## src/rtl/fcpu_cdb_arbiter.sv

```systemverilog
// -----------------------------------------------------------------------------
// fcpu_cdb_arbiter
//   Round-robin arbiter for the common data bus (tag + result word).
//   Up to N_REQ functional units each offer one completed result. One unit is
//   granted per cycle, and its tag/result is broadcast on a registered CDB on
//   the following edge.
//
// Ports
//   clk        : clock, rising edge
//   rst        : asynchronous reset, active-high
//   flush      : pipeline flush; blocks grants and kills the next broadcast
//   req_valid  : [N_REQ]        unit i has a result
//   req_tag    : [N_REQ*TAG_W]  unit i tag, slice [i*TAG_W +: TAG_W]
//   req_data   : [N_REQ*DATA_W] unit i result, slice [i*DATA_W +: DATA_W]
//   req_ready  : [N_REQ]        one-hot grant (combinational)
//   cdb_valid  : broadcast valid
//   cdb_tag    : broadcast tag
//   cdb_data   : broadcast result
//   cdb_src    : index of the unit that produced the broadcast
// -----------------------------------------------------------------------------
module fcpu_cdb_arbiter #(
  parameter int N_REQ  = 4,
  parameter int TAG_W  = 5,
  parameter int DATA_W = 32
) (
  input  logic                      clk,
  input  logic                      rst,
  input  logic                      flush,
  input  logic [N_REQ-1:0]          req_valid,
  input  logic [N_REQ*TAG_W-1:0]    req_tag,
  input  logic [N_REQ*DATA_W-1:0]   req_data,
  output logic [N_REQ-1:0]          req_ready,
  output logic                      cdb_valid,
  output logic [TAG_W-1:0]          cdb_tag,
  output logic [DATA_W-1:0]         cdb_data,
  output logic [$clog2(N_REQ)-1:0]  cdb_src
);

  localparam int SRC_W = $clog2(N_REQ);

  // Pointer advance with explicit wrap, so non-power-of-two N_REQ works.
  function automatic logic [SRC_W-1:0] next_ptr(input logic [SRC_W-1:0] g);
    return (g == SRC_W'(N_REQ - 1)) ? '0 : g + SRC_W'(1);
  endfunction

  logic [SRC_W-1:0]  rr_ptr_q,    rr_ptr_d;
  logic              cdb_valid_q, cdb_valid_d;
  logic [TAG_W-1:0]  cdb_tag_q,   cdb_tag_d;
  logic [DATA_W-1:0] cdb_data_q,  cdb_data_d;
  logic [SRC_W-1:0]  cdb_src_q,   cdb_src_d;

  logic [N_REQ-1:0]  lower_mask;
  logic [N_REQ-1:0]  masked_req;
  logic [N_REQ-1:0]  pick;
  logic [N_REQ-1:0]  gnt;
  logic              grant_vld;
  logic [SRC_W-1:0]  grant_idx;

  // Arbitration: requests at or above rr_ptr have priority; if none, the
  // lowest-index request wins (the wrapped part of the scan). The lowest set
  // bit of the chosen vector is isolated with x & -x.
  always_comb begin
    lower_mask = (N_REQ'(1) << rr_ptr_q) - N_REQ'(1);
    masked_req = req_valid & ~lower_mask;
    pick       = (|masked_req) ? masked_req : req_valid;
    gnt        = '0;
    if (!flush && !rst) begin
      gnt = pick & (~pick + N_REQ'(1));
    end
    grant_vld = |gnt;
    grant_idx = '0;
    for (int i = 0; i < N_REQ; i++) begin
      if (gnt[i]) begin
        grant_idx = SRC_W'(i);
      end
    end
  end

  assign req_ready = gnt;

  // Next-state: payload registers only load on a grant so the last broadcast
  // stays visible on idle cycles.
  always_comb begin
    rr_ptr_d    = rr_ptr_q;
    cdb_valid_d = grant_vld;
    cdb_tag_d   = cdb_tag_q;
    cdb_data_d  = cdb_data_q;
    cdb_src_d   = cdb_src_q;
    if (grant_vld) begin
      rr_ptr_d  = next_ptr(grant_idx);
      cdb_src_d = grant_idx;
      for (int i = 0; i < N_REQ; i++) begin
        if (gnt[i]) begin
          cdb_tag_d  = req_tag[i*TAG_W +: TAG_W];
          cdb_data_d = req_data[i*DATA_W +: DATA_W];
        end
      end
    end
  end

  // Broadcast stage boundary
  always_ff @(posedge clk or posedge rst) begin
    if (rst) begin
      rr_ptr_q    <= '0;
      cdb_valid_q <= 1'b0;
      cdb_tag_q   <= '0;
      cdb_data_q  <= '0;
      cdb_src_q   <= '0;
    end else begin
      rr_ptr_q    <= rr_ptr_d;
      cdb_valid_q <= cdb_valid_d;
      cdb_tag_q   <= cdb_tag_d;
      cdb_data_q  <= cdb_data_d;
      cdb_src_q   <= cdb_src_d;
    end
  end

  assign cdb_valid = cdb_valid_q;
  assign cdb_tag   = cdb_tag_q;
  assign cdb_data  = cdb_data_q;
  assign cdb_src   = cdb_src_q;

endmodule

```

## config.mk

```make
export PLATFORM = sky130hd
export DESIGN_NAME = fcpu_cdb_arbiter
export DESIGN_NICKNAME = d
export VERILOG_FILES = /design/src/rtl/fcpu_cdb_arbiter.sv
export SDC_FILE = /design/constraint.sdc
export NUM_CORES = 1
export LEC_CHECK = 0
export BUFFER_PORTS_ARGS = -buffer_cell sky130_fd_sc_hd__buf_2
export CORE_ASPECT_RATIO = 2
export CORE_MARGIN = 4
export CORE_UTILIZATION = 46
export CTS_BUF_LIST = sky130_fd_sc_hd__clkbuf_16
export CTS_CLUSTER_DIAMETER = 100
export DETAILED_ROUTE_END_ITERATION = 16
export GPL_TIMING_DRIVEN = 0
export HOLD_SLACK_MARGIN = 0.12
export PLACE_DENSITY_LB_ADDON = 0.1
export SYNTH_ARGS = -nofsm -noshare
export SYNTH_HDL_FRONTEND = slang
export SYNTH_SLANG_ARGS = --single-unit
```

## constraint.sdc

```tcl
create_clock -name clk -period 3.4 [get_ports clk]
set_input_delay 0 -clock clk [delete_from_list [all_inputs] [get_ports clk]]
set_output_delay 0 -clock clk [all_outputs]
set_load 0.005 [all_outputs]
```

# [Word-level counts from Yosys, hierarchy flattened]
# Index checks and enable logic that the tools add are counted.
[classes] n_shift=1 add_sub_neg=3 eq_ne=1 n_bitwise=4 muxes=14 n_reduce_logical=7
[op_table] cell="two-way mux 32 bit" n=4
[op_table] cell="two-way mux 5 bit" n=4
[op_table] cell="bitwise AND 4 bit" n=2
[op_table] cell="two-way mux 4 bit" n=2
[op_table] cell="inverter 4 bit" n=2
[op_table] cell="OR reduction 4 bit" n=2
[op_table] cell="two-way mux 2 bit" n=3
[op_table] cell="adder 4 x 1 -> 4 bit, second input constant" n=1
[op_table] cell="nonzero test 4 bit" n=1
[op_table] cell="left shift 1 x 2 -> 4 bit, first input constant" n=1
[op_table] cell="subtractor 4 x 2 -> 4 bit, second input constant" n=1
[op_table] cell="adder 2 x 1 -> 2 bit, second input constant" n=1
[op_table] cell="equality test 2 bit, second input constant" n=1
[op_table] cell="logical NOT 1 bit" n=2
[op_table] cell="AND reduction 2 bit" n=1
[op_table] cell="logical AND 1 bit" n=1
[op_table] cell="two-way mux 1 bit" n=1
[totals] wordCells=35 ff_bits=42

# [Logic depth before layout (Yosys ltp)]
[logic_depth] word_depth=15 mapped_depth=8

# [Worst setup path before layout]
# Ideal clock, no wire load.
[synth_path] path_kind="flip-flop to flip-flop" startpoint="reg rr_ptr_q[0]" endpoint="reg rr_ptr_q[1]" path_stages_with_launch=8 path_buffers=2 path_slack_ns=1.796 arrival_ns=1.473 path_cell_list="dfrtp_1 -> buf_2 -> nor2b_1 -> a22oi_2 -> nand4_1 -> buf_6 -> inv_1 -> or3_1"
[synth_between] elab_chain_len=15 elab_cells_between_ends=17 cone_classes="add/sub (3); eq/ne (1); shift (1); mux (6); bitwise (4); reduce/logical (2)"
[synth_lines] item="from (decl)" line="46" text="logic [SRC_W-1:0] rr_ptr_q, rr_ptr_d;"
[synth_lines] item="from (signal assigned)" line="110" text="rr_ptr_q <= rr_ptr_d;"
[synth_lines] item="left shift 1 x 2 -> 4 bit (*)" line="63" text="lower_mask = (N_REQ'(1) << rr_ptr_q) - N_REQ'(1);"
[synth_lines] item="subtractor 4 x 2 -> 4 bit (*)" line="63"
[synth_lines] item="inverter 4 bit (*)" line="64" text="masked_req = req_valid & ~lower_mask;"
[synth_lines] item="bitwise AND 4 bit (*)" line="64"
[synth_lines] item="OR reduction 4 bit" line="65" text="pick = (|masked_req) ? masked_req : req_valid;"
[synth_lines] item="two-way mux 4 bit (*)" line="65"
[synth_lines] item="inverter 4 bit" line="68" text="gnt = pick & (~pick + N_REQ'(1));"
[synth_lines] item="adder 4 x 1 -> 4 bit" line="68"
[synth_lines] item="bitwise AND 4 bit (*)" line="68"
[synth_lines] item="two-way mux 4 bit (*)" line="67" text="if (!flush && !rst) begin"
[synth_lines] item="via req_ready[1]" line="32" text="output logic [N_REQ-1:0] req_ready,"
[synth_lines] item="two-way mux 1 bit" line="73" text="if (gnt[i]) begin"
[synth_lines] item="two-way mux 2 bit (2 in series)" line="73"
[synth_lines] item="adder 2 x 1 -> 2 bit or equality test 2 bit (tied branches)" line="43" text="return (g == SRC_W'(N_REQ - 1)) ? '0 : g + SRC_W'(1);"
[synth_lines] item="two-way mux 2 bit" line="43"
# The timed path passes the listed nets; every way through them passes the cells marked *.
# A chain may end at the register's enable or synchronous reset.

# [Final worst setup path]
[layout_path] startpoint="reg rr_ptr_q[0]" endpoint="reg cdb_data_q[25] (netlist: cdb_data[25])"
[layout_between] elab_chain_len=13 elab_cells_between_ends=16 cone_classes="add/sub (2); shift (1); mux (5); bitwise (4); reduce/logical (4)"
[layout_lines] item="left shift 1 x 2 -> 4 bit (*)" line="63"
[layout_lines] item="subtractor 4 x 2 -> 4 bit (*)" line="63"
[layout_lines] item="inverter 4 bit (*)" line="64"
[layout_lines] item="bitwise AND 4 bit (*)" line="64"
[layout_lines] item="OR reduction 4 bit" line="65"
[layout_lines] item="two-way mux 4 bit (*)" line="65"
[layout_lines] item="inverter 4 bit" line="68"
[layout_lines] item="adder 4 x 1 -> 4 bit" line="68"
[layout_lines] item="bitwise AND 4 bit (*)" line="68"
[layout_lines] item="two-way mux 4 bit (*)" line="67"
[layout_lines] item="two-way mux 32 bit (3 in series)" line="93" text="if (gnt[i]) begin"
[layout_lines] item="to (signal assigned)" line="113" text="cdb_data_q <= cdb_data_d;"
[layout_lines] item="to (decl)" line="49" text="logic [DATA_W-1:0] cdb_data_q, cdb_data_d;"
# Every way passes the cells marked *; elsewhere a longest branch is shown, timed or not.

==> out/qor.txt <==
CP startpoint kind -> flop
Post-synth EDFFs -> 0
CTS Buf Count -> 5
IO Pins -> 199
Finish-stage setup viols -> 0
Worst Hold End -> cdb_tag[0]$_DFFE_PP0P_
reg2reg path depth -> 8
f_max -> 0.409 GHz
Core Area -> 6310 um^2
Worst R2R End -> cdb_data[25]$_DFFE_PP0P_
minimum clock period -> 2450 ps
Final Util -> 79.8%
CTS tree -> built
layout cells sized above 1 -> 37.9%
Critical Path RT -> 3550 ps
combinational family with the most area after synthesis -> compound AO/OA/AOI/OAI gates
Final ANT Viol Nets -> 0
Reg2Reg Launch Point -> rr_ptr_q[0]$_DFFE_PP0P_
Remaining Overflow, GRT -> 0
Die Span X -> 65.0 um
Synth Area in XOR/XNOR -> 0%
VDD IR-drop max -> 0.383 mV
Post-Route M1 WL -> 4410 um
Worst Setup End Kind -> flop
Met2 Routed Length -> 6820 um
Clock Power Share -> 22.2%
Synth-to-Final Area Change -> 68.4%
height of the die -> 122 um
crit-path max FO -> 10
vias per cell -> 5.64
placed inst area -> 4100 um^2
row cnt -> 41
clock sink count -> 42
slew margin rel. -> 63.3%
H-tree depth -> 2
final count of hold timing violations -> 0
number of filler cells placed in the layout -> 453
hold path start -> req_tag[15]
First-pass DRT Iterations -> 5
via count -> 3989
Clock transition at path regs -> 60 ps
Placer Congestion -> 0.851
IO Port Bufs -> 196
final instance area -> 5030 um^2
Setup CP Type -> reg -> reg
hpwl dp -> 8410 um
initial core utilization -> 47.4%
Switching Fraction -> 35.0%
simple-gate area share of the yosys netlist -> 9.29%
status -> complete, no violations
WL met3 -> 861 um
Post-synth ARST share -> 100%
adder-cell share of the synthesized area -> 0%
Net Count, Synth -> 493
RSZ-0062 raised after global routing -> no
vias in the first global route -> 4207
Slew Limit Fails -> 0
Slew @ Worst Pin -> 551 ps
gr usage total -> 31.3%
overall power -> 2.41 mW
Seq pwr share -> 33.8%
Root Buffer -> clkbuf_16
worst hold slack -> 134 ps
synth unique cells -> 38
initial antenna violation count -> 0
LEAKAGE -> 2.49 nW
highest routed layer -> met4
syn avg cell area -> 8.85 um^2
largest net degree at the start of global routing -> 29
post-synthesis sequential area ratio -> 35.1%
Post-CTS Setup Bufs -> 0
clk buf depth -> 2
Mapped Area -> 2990 um^2
final setup TNS -> 0 ps
maxcap violations -> 0
Clock Latency Late Sink -> 290 ps
Iter 0 DRT Violations -> 307
Avg WL per Cell -> 17.9 um
WL final -> 12600 um
combinational power share -> 44.0%
final cycle utilization of the critical path -> 72.0%
reg-to-reg slack, setup -> 950 ps
nets -> 774
top_reg_cell synth -> dfrtp_1
Synth Instances -> 338
Sw Pwr -> 0.845 mW
DIE AREA -> 7930 um^2
multiplexer share of the synthesized area -> 12.4%
Synth Area in Compound Gates -> 35.0%
HP Class -> in -> reg
Worst EP arrival -> 2600 ps
Hold Path Stages -> 4
Yosys warnings -> 0
DRC Markers -> 0
Clock Skew -> 6.94 ps
Pwr per Cell Area -> 479 nW/um^2
first-pass GRT wire length -> 19500 um
Internal -> 1.57 mW
Synth Register Bits -> 42
==> cells in the final DEF (no fill, tap or decap), types with 2 or more instances in the layout <==
master	netlist	final
clkbuf_16	0	5
a21oi_1	38	38
nor2b_1	3	3
buf_2	7	203
o21ai_0	36	36
nor2_1	38	38
clkbuf_1	11	11
buf_4	6	6
o22a_1	37	37
o21ai_1	4	4
or2_1	2	2
o22ai_1	38	38
dfrtp_1	42	42
mux2i_1	37	37
nand3_1	2	2
dlygate4sd3_1	0	77
inv_1	5	6
buf_6	9	9
o21a_1	2	2
==> Yosys cell counts, types with 2 or more instances <==
cell type   n  area (um^2)
clkbuf_1   11         41.3
inv_1       5         18.8
mux2i_1    37          370
nor2b_1     3         18.8
dfrtp_1    42         1050
o21ai_0    36          180
buf_4       6         45.0
o21a_1      2         15.0
buf_6       9          101
o22ai_1    38          238
nor2_1     38          143
nand3_1     2         10.0
a21oi_1    38          190
or2_1       2         12.5
o21ai_1     4         20.0
o22a_1     37          324
buf_2       7         35.0
==> worst max-delay path, stage by stage, from the launching register on <==
cell,delay (ps)
dfrtp_1,350
buf_2,170
nor2b_1,230
a22oi_2,110
nand4_1,140
buf_2,330
mux2i_1,270
dlygate4sd3_1,600
o22ai_1,110
==> registers in the layout, summed over array words and instances, names as in the netlist <==
register,flops
cdb_data,32
cdb_src,2
cdb_tag,5
cdb_valid,1
rr_ptr_q,2
==> timing repair <==
item	4_1_cts	5_1_grt
hold endpoints to repair	81	0
hold buffers	77	0
gates resized for setup	0	0
==> per-layer routing <==
layer / GRT usage (%) / vias up
met5: 0 / -
met4: 16.4 / 0
met3: 7.01 / 56
met2: 57.0 / 223
met1: 32.5 / 1864
li1: - / 1846
==> through the flow <==
| stage | std cells | setup WS [ps] |
|---|---|---|
| 2_1_floorplan | 338 | 1800 |
| 3_3_place_gp | 620 | 1560 |
| 3_5_place_dp | 621 | 1520 |
| 4_1_cts | 706 | 1010 |
| 5_1_grt | 706 | 837 |
| 6_report | 707 | 953 |
==> worst max-delay path by stage <==
stage	start	endpoint	slack [ps]	cells past startpoint
after CTS	rr_ptr_q[0]$_DFFE_PP0P_	cdb_data[12]$_DFFE_PP0P_	1010	9
final	rr_ptr_q[0]$_DFFE_PP0P_	cdb_data[25]$_DFFE_PP0P_	950	8
after global routing	rr_ptr_q[0]$_DFFE_PP0P_	cdb_data[8]$_DFFE_PP0P_	840	9
after global placement	rr_ptr_q[0]$_DFFE_PP0P_	cdb_data[12]$_DFFE_PP0P_	1560	8
after detailed placement	rr_ptr_q[0]$_DFFE_PP0P_	cdb_data[12]$_DFFE_PP0P_	1520	8
after floorplan	rr_ptr_q[0]$_DFFE_PP0P_	rr_ptr_q[1]$_DFFE_PP0P_	1800	7
==> cell type report <==
type | count | area [um^2] | area share, %
sequential | 42 | 1050 | 20.9
clock inverter | 3 | 37.5 | 0.746
buffer | 34 | 226 | 4.50
tap | 86 | 108 | 2.14
multi-input combinational | 257 | 1690 | 33.6
antenna | 1 | 2.50 | 0.0497
timing repair buffer | 274 | 1770 | 35.2
clock buffer | 5 | 125 | 2.49
inverter | 5 | 18.8 | 0.373
==> power groups by stage <==
stage	combinational [mW]	clock [mW]	sequential, mW
finish	1.06	0.536	0.814
global route	1.16	0.553	0.833
CTS	1.04	0.539	0.806
detailed placement	0.949	0	0.812
global placement	0.921	0	0.803
floorplan	0.531	0	0.817
==> cell families (layout without fill, tap and decap cells) <==
| family | count (synthesis) | count (layout) |
|---|---|---|
| AO/OA/AOI/OAI | 163 | 163 |
| buffers and inverters | 39 | 321 |
| flip-flops | 42 | 42 |
| multiplexers | 37 | 37 |
| other | 0 | 1 |
| AND/OR/NAND/NOR | 57 | 57 |
(Power assumes the default switching activity.)
